==> config.mk <==
export PLATFORM = sky130hd
export DESIGN_NAME = alu_multicycle
export DESIGN_NICKNAME = d
export VERILOG_FILES = /design/src/rtl/alu_pkg.sv /design/src/rtl/alu_serial_shifter.sv /design/src/rtl/alu_multicycle.sv
export SDC_FILE = /design/constraint.sdc
export NUM_CORES = 1
export LEC_CHECK = 0
export CAP_MARGIN = 10
export CORE_UTILIZATION = 59
export CTS_BUF_LIST = sky130_fd_sc_hd__clkbuf_16
export DETAILED_ROUTE_END_ITERATION = 8
export PLACE_DENSITY = 0.83
export SLEW_MARGIN = 20
export SYNTH_ARGS = -nofsm -noshare
export SYNTH_HDL_FRONTEND = slang
export SYNTH_HIERARCHICAL = 1
export SYNTH_SLANG_ARGS = --single-unit
==> constraint.sdc <==
create_clock -name clk -period 3.3 [get_ports clk]
set_input_delay 0.33 -clock clk [delete_from_list [all_inputs] [get_ports clk]]
set_output_delay 0.33 -clock clk [all_outputs]
set_load 0.01 [all_outputs]
==> src/rtl/alu_pkg.sv <==
// -----------------------------------------------------------------------------
// alu_pkg
// Shared ALU types: the 3-bit operation code produced by the ALU control
// decoder and the state encoding of the multi-cycle ALU.
// -----------------------------------------------------------------------------
package alu_pkg;

    typedef enum logic [2:0] {
        ALU_ADD = 3'd0,
        ALU_SUB = 3'd1,
        ALU_AND = 3'd2,
        ALU_OR  = 3'd3,
        ALU_NOR = 3'd4,
        ALU_SLT = 3'd5,
        ALU_SLL = 3'd6,
        ALU_SRL = 3'd7
    } alu_op_t;

    typedef enum logic [1:0] {
        IDLE  = 2'd0,
        EXEC  = 2'd1,
        SHIFT = 2'd2,
        DONE  = 2'd3
    } alu_state_t;

    // True for the two ops that go through the serial shifter.
    function automatic logic is_shift(input alu_op_t op);
        return (op == ALU_SLL) || (op == ALU_SRL);
    endfunction

endpackage

==> src/rtl/alu_serial_shifter.sv <==
// -----------------------------------------------------------------------------
// alu_serial_shifter
// Zero-fill logical shifter that moves its operand one bit per clock.
// Ports:
//   clk, reset     rising-edge clock, synchronous active-high reset
//   i_load         capture i_data / i_dir / i_amount and start shifting
//   i_dir          0 = shift left, 1 = shift right
//   i_amount       number of 1-bit steps to perform
//   i_data         value to shift
//   o_data_next    value after the step taken in the current cycle
//   o_done         the current cycle performs the final step
// -----------------------------------------------------------------------------
module alu_serial_shifter #(
    parameter int WIDTH = 32,
    parameter int SHW   = $clog2(WIDTH)
) (
    input  logic             clk,
    input  logic             reset,
    input  logic             i_load,
    input  logic             i_dir,
    input  logic [SHW-1:0]   i_amount,
    input  logic [WIDTH-1:0] i_data,
    output logic [WIDTH-1:0] o_data_next,
    output logic             o_done
);

    localparam logic [SHW-1:0] CNT_ONE  = {{(SHW-1){1'b0}}, 1'b1};
    localparam logic [SHW-1:0] CNT_ZERO = {SHW{1'b0}};

    logic [WIDTH-1:0] r_data;
    logic [SHW-1:0]   r_count;
    logic             r_dir;
    logic [WIDTH-1:0] w_shifted;

    // One-bit zero-fill step in the captured direction.
    always_comb begin
        w_shifted = {WIDTH{1'b0}};
        if (r_dir) begin
            w_shifted = {1'b0, r_data[WIDTH-1:1]};
        end else begin
            w_shifted = {r_data[WIDTH-2:0], 1'b0};
        end
    end

    assign o_data_next = w_shifted;
    // Signalled while the last step is being taken so the owner can capture
    // o_data_next at the same edge the count reaches zero.
    assign o_done      = (r_count == CNT_ONE);

    // Operand/count registers: load, then step until the count is exhausted.
    always_ff @(posedge clk) begin
        if (reset) begin
            r_data  <= {WIDTH{1'b0}};
            r_count <= CNT_ZERO;
            r_dir   <= 1'b0;
        end else if (i_load) begin
            r_data  <= i_data;
            r_count <= i_amount;
            r_dir   <= i_dir;
        end else if (r_count != CNT_ZERO) begin
            r_data  <= w_shifted;
            r_count <= r_count - CNT_ONE;
        end else begin
            r_data  <= r_data;
            r_count <= r_count;
        end
    end

endmodule

==> src/rtl/alu_multicycle.sv <==
// -----------------------------------------------------------------------------
// alu_multicycle
// Multi-cycle MIPS ALU. add/sub/and/or/nor/slt complete with latency 1;
// sll/srl use a serial shifter (one bit per cycle). Requests and results move
// over valid/ready handshakes; a result is held until accepted.
// Ports:
//   clk, reset            rising-edge clock, synchronous active-high reset
//   in_valid / in_ready   request handshake (in_ready only in IDLE)
//   alucontrol, a, b      operation code and operands (b is the shifted value)
//   shamt                 shift amount, ignored for non-shift ops
//   out_valid / out_ready result handshake
//   result, zero          registered result and its zero flag
//   busy                  an operation is in flight or waiting to retire
//   ovf                   signed add/sub overflow (only with ALU_OVF_EN)
// Configuration macro: ALU_OVF_EN adds the ovf port and its logic.
// -----------------------------------------------------------------------------
module alu_multicycle
    import alu_pkg::*;
#(
    parameter int WIDTH = 32,
    parameter int SHW   = $clog2(WIDTH)
) (
    input  logic             clk,
    input  logic             reset,
    input  logic             in_valid,
    output logic             in_ready,
    input  logic [2:0]       alucontrol,
    input  logic [WIDTH-1:0] a,
    input  logic [WIDTH-1:0] b,
    input  logic [SHW-1:0]   shamt,
    output logic             out_valid,
    input  logic             out_ready,
    output logic [WIDTH-1:0] result,
    output logic             zero,
    output logic             busy
`ifdef ALU_OVF_EN
    ,
    output logic             ovf
`endif
);

    alu_state_t       r_state;
    alu_state_t       w_next_state;
    logic [WIDTH-1:0] r_result;
    alu_op_t          w_op;
    logic             w_accept;
    logic             w_shift_load;
    logic [WIDTH-1:0] w_sum;
    logic [WIDTH-1:0] w_diff;
    logic [WIDTH-1:0] w_alu_result;
    logic [WIDTH-1:0] w_shift_next;
    logic             w_shift_done;

    assign w_op         = alu_op_t'(alucontrol);
    assign w_accept     = in_valid && (r_state == IDLE);
    // A zero-amount shift is a plain move of b and retires like a 1-cycle op.
    assign w_shift_load = w_accept && is_shift(w_op) && (shamt != {SHW{1'b0}});
    assign w_sum        = a + b;
    assign w_diff       = a - b;

    // Single-cycle datapath evaluated on the accept cycle.
    always_comb begin
        w_alu_result = {WIDTH{1'b0}};
        case (w_op)
            ALU_ADD: w_alu_result = w_sum;
            ALU_SUB: w_alu_result = w_diff;
            ALU_AND: w_alu_result = a & b;
            ALU_OR:  w_alu_result = a | b;
            ALU_NOR: w_alu_result = ~(a | b);
            ALU_SLT: w_alu_result = {{(WIDTH-1){1'b0}}, ($signed(a) < $signed(b))};
            ALU_SLL: w_alu_result = b;
            ALU_SRL: w_alu_result = b;
            default: w_alu_result = {WIDTH{1'b0}};
        endcase
    end

    alu_serial_shifter #(
        .WIDTH (WIDTH),
        .SHW   (SHW)
    ) u_shifter (
        .clk         (clk),
        .reset       (reset),
        .i_load      (w_shift_load),
        .i_dir       (w_op == ALU_SRL),
        .i_amount    (shamt),
        .i_data      (b),
        .o_data_next (w_shift_next),
        .o_done      (w_shift_done)
    );

    // FSM state register.
    always_ff @(posedge clk) begin
        if (reset) begin
            r_state <= IDLE;
        end else begin
            r_state <= w_next_state;
        end
    end

    // FSM next-state logic. Single-cycle ops finish within the accept cycle,
    // so EXEC is never entered; it only falls through to DONE if reached.
    always_comb begin
        w_next_state = r_state;
        case (r_state)
            IDLE: begin
                if (w_accept) begin
                    if (w_shift_load) begin
                        w_next_state = SHIFT;
                    end else begin
                        w_next_state = DONE;
                    end
                end else begin
                    w_next_state = IDLE;
                end
            end
            EXEC: w_next_state = DONE;
            SHIFT: begin
                if (w_shift_done) begin
                    w_next_state = DONE;
                end else begin
                    w_next_state = SHIFT;
                end
            end
            DONE: begin
                if (out_ready) begin
                    w_next_state = IDLE;
                end else begin
                    w_next_state = DONE;
                end
            end
            default: w_next_state = IDLE;
        endcase
    end

    // Result register: loaded on accept or on the final shift step, else held.
    always_ff @(posedge clk) begin
        if (reset) begin
            r_result <= {WIDTH{1'b0}};
        end else if (w_accept) begin
            r_result <= w_alu_result;
        end else if ((r_state == SHIFT) && w_shift_done) begin
            r_result <= w_shift_next;
        end else begin
            r_result <= r_result;
        end
    end

`ifdef ALU_OVF_EN
    logic r_ovf;
    logic w_alu_ovf;

    // Signed overflow: operands agree in sign (add) or differ (sub) and the
    // result sign differs from a.
    always_comb begin
        w_alu_ovf = 1'b0;
        case (w_op)
            ALU_ADD: w_alu_ovf = (a[WIDTH-1] == b[WIDTH-1]) && (w_sum[WIDTH-1] != a[WIDTH-1]);
            ALU_SUB: w_alu_ovf = (a[WIDTH-1] != b[WIDTH-1]) && (w_diff[WIDTH-1] != a[WIDTH-1]);
            default: w_alu_ovf = 1'b0;
        endcase
    end

    // Overflow flag registered alongside the result.
    always_ff @(posedge clk) begin
        if (reset) begin
            r_ovf <= 1'b0;
        end else if (w_accept) begin
            r_ovf <= w_alu_ovf;
        end else if ((r_state == SHIFT) && w_shift_done) begin
            r_ovf <= 1'b0;
        end else begin
            r_ovf <= r_ovf;
        end
    end

    assign ovf = r_ovf;
`endif

    // Outputs are decodes of registered state/result only.
    assign result    = r_result;
    assign zero      = (r_result == {WIDTH{1'b0}});
    assign out_valid = (r_state == DONE);
    assign in_ready  = (r_state == IDLE);
    assign busy      = (r_state != IDLE);

endmodule

==> results.ini, run 1 <==
[outcome]
status = completed

[detailed_routing]
drtIter0Drc = 1621
drt-total-wl_mm = 38.4
wl_per_cell_um = 22.0
vias_per_cell = 6.67
vias = 11636
antenna_left = 0
drc = 0
dr.pass1.iters = 6

[critical_path]
critical_path.startpoint = a[2]
crit_path_max_fanout = 4
critPathKind = in -> reg
worstPathArrival_ns = 3.45
cp-start-kind = primary input
worstPathRequired_ns = 3.56
r2r-start = r_state[0]$_SDFF_PP0_
end_kind = flop

[timing]
max_clock_freq_mhz = 314
finalMaxSlewViolations = 0
setup_ws_ns = 0.117
period_minus_slack_ns = 3.18
finalSetupViolCount = 0
worst_pin_slew_ns = 1.03
hold_viol = 0
fin_skew_ns = 0.00433
fin_crit_sh_pct = 96.4
slew_headroom_pct = 30.9

[die]
start_util_pct = 60.2
dieWidth_um = 129
io_pins = 112
rows = 46
die_y_um = 129
dieArea_um2 = 16700
core_area_um2 = 15900

[synth]
ys_top_cells_by_area = dfxtp_1 15%, ha_1 13%, a21oi_1 6.0%
async_flop_share_pct = 0
synth_edf_count = 0
yosysUniqueCellTypes = 103
ys_ff_latch = 72
synth.most_common_cell = nand2_1
synth_top_area_share_pct = 15.1
syn_area_per_cell_um2 = 7.39
synth_top_area_cell = dfxtp_1
synthCells = 1294
syn_area_um2 = 9570
ys_seq_area_share_pct = 15.1
synth_nets = 1470
netlist_top_cells_count = 139 x nand2_1, 114 x a21oi_1, 100 x inv_1, 98 x ha_1, 92 x nor2_1
synth_ff_type = dfxtp_1
synth_warnings = 6

[cts]
cts_buffers = 9
htreeDepth = 3
cts_num_sinks = 72
clk_latency_ns = 0.35
cts_tree = yes
clk_pin_slew_ns = 0.06
cts_root_buf = clkbuf_16
clockBufferDepth = 2
ctsHoldBuffers = 0

[global_route]
grt_start_max_net_pins = 66
grt_usage_pct = 45.5
grt_pass1_vias = 10590
grt_first_pass_wirelength_mm = 58.3
antenna_found_initial = 0
grt_overflow_total = 0

[cells_and_area]
fillers = 1202
drive_gt1_share_pct = 20.7
multi_input_area_um2 = 7250
area_growth_pct = 29.4
fin_nets = 1700
stdcell_count = 1745
num_antenna_cells = 0
final-seq-area_um2 = 1440

[place]
io_buffers = 111
dp_slack_ns = -0.276
post-place-cells = 1728
finalWeightedCongestion = 1.02
dp_hpwl_mm = 29.3

[power_and_ir_drop]
p_comb_share_pct = 51.4
switching_share_pct = 41.8
p_per_area_nw_per_um2 = 380
intPower_w = 0.00274
vdd_ir_drop_max_uv = 904
clockPowerShare_pct = 24.6
p_switching_w = 0.00196
p_seq_share_pct = 23.9
leakage_nw = 5.23

[job]
cap_violations = 0

[worst_hold_path]
hold_class = in -> reg
holdCritStartpoint = reset

[critical path, stage by stage]
cell and delay [ns]:
clkdlybuf4s50_1 0.52, inv_1 0.06, ha_1 0.33, nor2b_1 0.16, o31ai_2 0.33, a211oi_2 0.18
buf_4 0.17, o31ai_1 0.22, nand2b_1 0.14, or2_0 0.29, a311oi_2 0.33, mux2i_2 0.16
a221oi_2 0.23
[worst paths after layout]
check	to	slack (ns)	cells past startpoint
worst max-delay path	result[22]$_SDFFE_PP0P_	0.12	13
worst max register to register	u_shifter/r_data[31]$_SDFFE_PP0P_	0.68	6
worst min-delay path	u_shifter/r_dir$_SDFFE_PP0P_	0.42	2
worst min register to register	result[13]$_SDFFE_PP0P_	0.52	2
[power by group through the flow]
stage	clock [W]	sequential, W	combinational, W
floorplan	0	0.00112	0.00142
global placement	0	0.00113	0.00223
detailed placement	0	0.00113	0.00230
CTS	0.00115	0.00112	0.00232
global route	0.00119	0.00114	0.00257
finish	0.00116	0.00113	0.00242
[cells by family after synthesis]
| kind of cell | share of synthesized area (%) |
|---|---|
| AND/OR/NAND/NOR | 22.9 |
| adder cells (fa/ha/maj) | 13.2 |
| AO/OA/AOI/OAI | 32.5 |
| XOR/XNOR | 1.01 |
| multiplexers | 5.15 |
| buffers and inverters | 10.2 |
| flip-flops | 15.1 |
[layer usage]
metal / track usage (%) / vias up / share of wire (%)
li1: - / 5247 / -
met1: 60.7 / 5351 / 39
met2: 66.7 / 914 / 42
met3: 17.4 / 124 / 16
met4: 15.2 / 0 / 3.2
met5: 0 / - / 0
[state kept, by name (all words and copies together) (netlist names)]
| name | cells |
|---|---|
| r_state | 2 |
| u_shifter/r_dir | 1 |
| u_shifter/r_count | 5 |
| result | 32 |
| u_shifter/r_data | 32 |
[layout by cell type, fill, tap and decap left out, types with 12 or more instances in the layout]
master	n
nand3_1	43
ha_1	95
mux2i_1	13
a211oi_1	12
o211ai_1	43
a221oi_1	26
buf_4	209
nand2b_1	12
o22ai_1	12
a21oi_1	113
nor4_1	15
or4b_1	30
o21ai_0	61
nand2_1	138
dfxtp_1	72
mux2_2	30
clkdlybuf4s50_1	107
nor2_1	88
nor2b_1	15
a221o_1	17
inv_1	99
a31oi_1	14
a311oi_1	16
nor3_1	22
[cell type report]
class,count,area share (%)
Tap cell,216,2.18
Sequential cell,72,11.6
Timing Repair Buffer,320,21.7
Multi-Input combinational cell,1019,58.6
Clock buffer,9,1.82
Clock inverter,7,0.960
Inverter,102,3.09
[per-stage QoR]
stage | power, W | hold slack, ns | util [%] | area (um2) | setup TNS (ns)
final | 0.00470 | 0.421 | 77.9 | 12400 | 0
after CTS | 0.00459 | 0.416 | 77.4 | 12300 | 0
after global routing | 0.00489 | 0.443 | 77.9 | 12400 | -0.0110
after global placement | 0.00336 | 0.457 | 75.2 | 11900 | -1.48
after floorplan | 0.00254 | 0.426 | - | 9570 | 0
after detailed placement | 0.00343 | 0.482 | 75.2 | 11900 | -2.48
[what timing repair did]
item,in CTS,in global routing
gates resized for setup,0,19
buffers inserted,0,1
endpoints found under the setup margin,0,15
Power figures use the tool's default switching activity.
==> run 2, diff against run 1 <==
Settings changed: SLEW_MARGIN 20 to not set.
==> results of run 2 <==
No change in the layout: final DEF, timing and power equal those of run 1.
==> run 3, diff against run 2 <==
Settings changed: GPL_TIMING_DRIVEN set to 0.
==> results.ini, run 3 (same netlist as run 1, synthesis figures left out) <==
[die]
dieWidth_um = 129
dieArea_um2 = 16700
die_y_um = 129
rows = 46
io_pins = 112
start_util_pct = 60.2
core_area_um2 = 15900

[cts]
cts_root_buf = clkbuf_16
clockBufferDepth = 2
htreeDepth = 3
cts_tree = yes
cts_buffers = 9
clk_latency_ns = 0.33
cts_num_sinks = 72
clk_pin_slew_ns = 0.05

[critical_path]
crit_path_max_fanout = 10
worstPathRequired_ns = 3.52
cp-endpoint = result[31]$_SDFFE_PP0P_
rrSetupSlack_ns = 0.31
r2r_cells = 11
cp-start-kind = primary input
worstPathArrival_ns = 3.48
end_kind = flop
r2r-start = r_state[0]$_SDFF_PP0_
regToRegEndpoint = u_shifter/r_data[13]$_SDFFE_PP0P_
critPathKind = in -> reg
critical_path.startpoint = b[14]

[place]
io_buffers = 109
dp_slack_ns = -0.743
finalWeightedCongestion = 1.02
dp_hpwl_mm = 30.6

[detailed_routing]
drc = 0
drtIter0Drc = 1625
wl_per_cell_um = 23.8
vias = 11304
dr.pass1.iters = 8
vias_per_cell = 6.87
drt-total-wl_mm = 39.2
antenna_left = 0

[global_route]
met2_usage_pct = 70.3
grt_start_max_net_pins = 20
grt_first_pass_wirelength_mm = 57.8
grtUsageMet1_pct = 59.7
grt_usage_pct = 45.9
grtUsageMet3_pct = 10.5
antenna_found_initial = 2
grt_pass1_vias = 10254
busiest_layer = met2
grt_overflow_total = 0

[timing]
setup_ws_ns = 0.0338
period_minus_slack_ns = 3.27
worst_pin_slew_ns = 1.22
finalSetupViolCount = 0
fin_crit_sh_pct = 99.0
slew_headroom_pct = 17.8
fin_skew_ns = 0.00713
finalSetupTns_ns = 0
hold_viol = 0
finalMaxSlewViolations = 0
max_clock_freq_mhz = 306

[power_and_ir_drop]
p_per_area_nw_per_um2 = 392
vdd_ir_drop_max_uv = 522
leakage_nw = 4.71

[worst_hold_path]
holdCritStartpoint = reset
hold_class = in -> reg

[job]
cap_violations = 0

[cells_and_area]
fillers = 1313
multi_input_area_um2 = 7350
fin_nets = 1598
final-seq-area_um2 = 1440
final_common_cell = nand2_1
mostFrequentLayoutCells = 139 x nand2_1, 108 x a21oi_1, 100 x inv_1
area_growth_pct = 20.8
drive_gt1_share_pct = 11.2

[outcome]
status = completed

## run 3: cell types whose count changed in the layout (fill, tap and decap cells not counted), sizes merged
| cell | delta |
|---|---|
| buf | -169 |
| clkbuf | +65 |
| clkdlybuf4s50 | -19 |
| dlymetal6s2s | +16 |
| dlygate4sd2 | +3 |
| diode | +2 |
| bufinv | -1 |
| clkdlybuf4s15 | +1 |
| clkinv | +1 |
| dlygate4sd3 | +1 |
## run 3: worst min-delay path by stage
stage | slack [ns] | end | depth (start not counted)
floorplan | 0.43 | r_state[1]$_SDFF_PP0_ | 1
global placement | 0.48 | result[13]$_SDFFE_PP0P_ | 2
detailed placement | 0.49 | result[13]$_SDFFE_PP0P_ | 2
CTS | 0.26 | result[27]$_SDFFE_PP0P_ | 2
global route | 0.27 | result[27]$_SDFFE_PP0P_ | 2
finish | 0.27 | result[27]$_SDFFE_PP0P_ | 2
## run 3: metrics by stage
step / utilization [%] / total power (W) / instance area, um2 / instances / hold slack, ns
after floorplan: - / 0.00254 / 9570 / 1294 / 0.426
after global placement: 68.8 / 0.00331 / 10900 / 1619 / 0.481
after detailed placement: 68.8 / 0.00334 / 10900 / 1619 / 0.491
after CTS: 71.3 / 0.00439 / 11300 / 1638 / 0.257
after global routing: 72.7 / 0.00473 / 11600 / 1644 / 0.266
final: 72.8 / 0.00453 / 11600 / 1645 / 0.265
## run 3: critical path: stages
cell and delay [ns]:
clkdlybuf4s50_1 0.64, inv_1 0.11, ha_1 0.28, buf_2 0.23
nor2b_1 0.12, nor2_2 0.17, a21oi_1 0.11, o31ai_2 0.33
o211ai_4 0.20, a311o_1 0.41, a21oi_2 0.18, nor3_1 0.07
o31a_1 0.31
## run 3: layout make-up
cell class | instances | share of cell area, %
tap | 216 | 2.34
clock inverter | 7 | 0.758
clock buffer | 9 | 1.95
buffer | 100 | 5.17
sequential | 72 | 12.5
timing repair buffer | 118 | 10.4
inverter | 102 | 3.31
multi-input combinational | 1019 | 63.6
antenna | 2 | 0.0433
## run 3: routing by layer
layer / vias to the layer above / wire (um)
li1: 5043 / -
met1: 5200 / 15100
met2: 881 / 16500
met3: 180 / 5480
met4: 0 / 2220
met5: - / 0
## run 3: timing repair
item,in CTS,in global routing
buffers inserted,4,5
hold buffers,0,0
endpoints found under the setup margin,52,34
pin swaps,5,11
gates resized for setup,13,60
## run 3: power breakdown
group	total [W]	switching (W)	internal [W]	leakage [nW]
Clock	0.00102	0.000369	0.000654	0.150
Sequential	0.00112	0.000125	0.000997	0.589
Combinational	0.00239	0.00147	0.000920	3.97
Total	0.00453	0.00196	0.00257	4.71
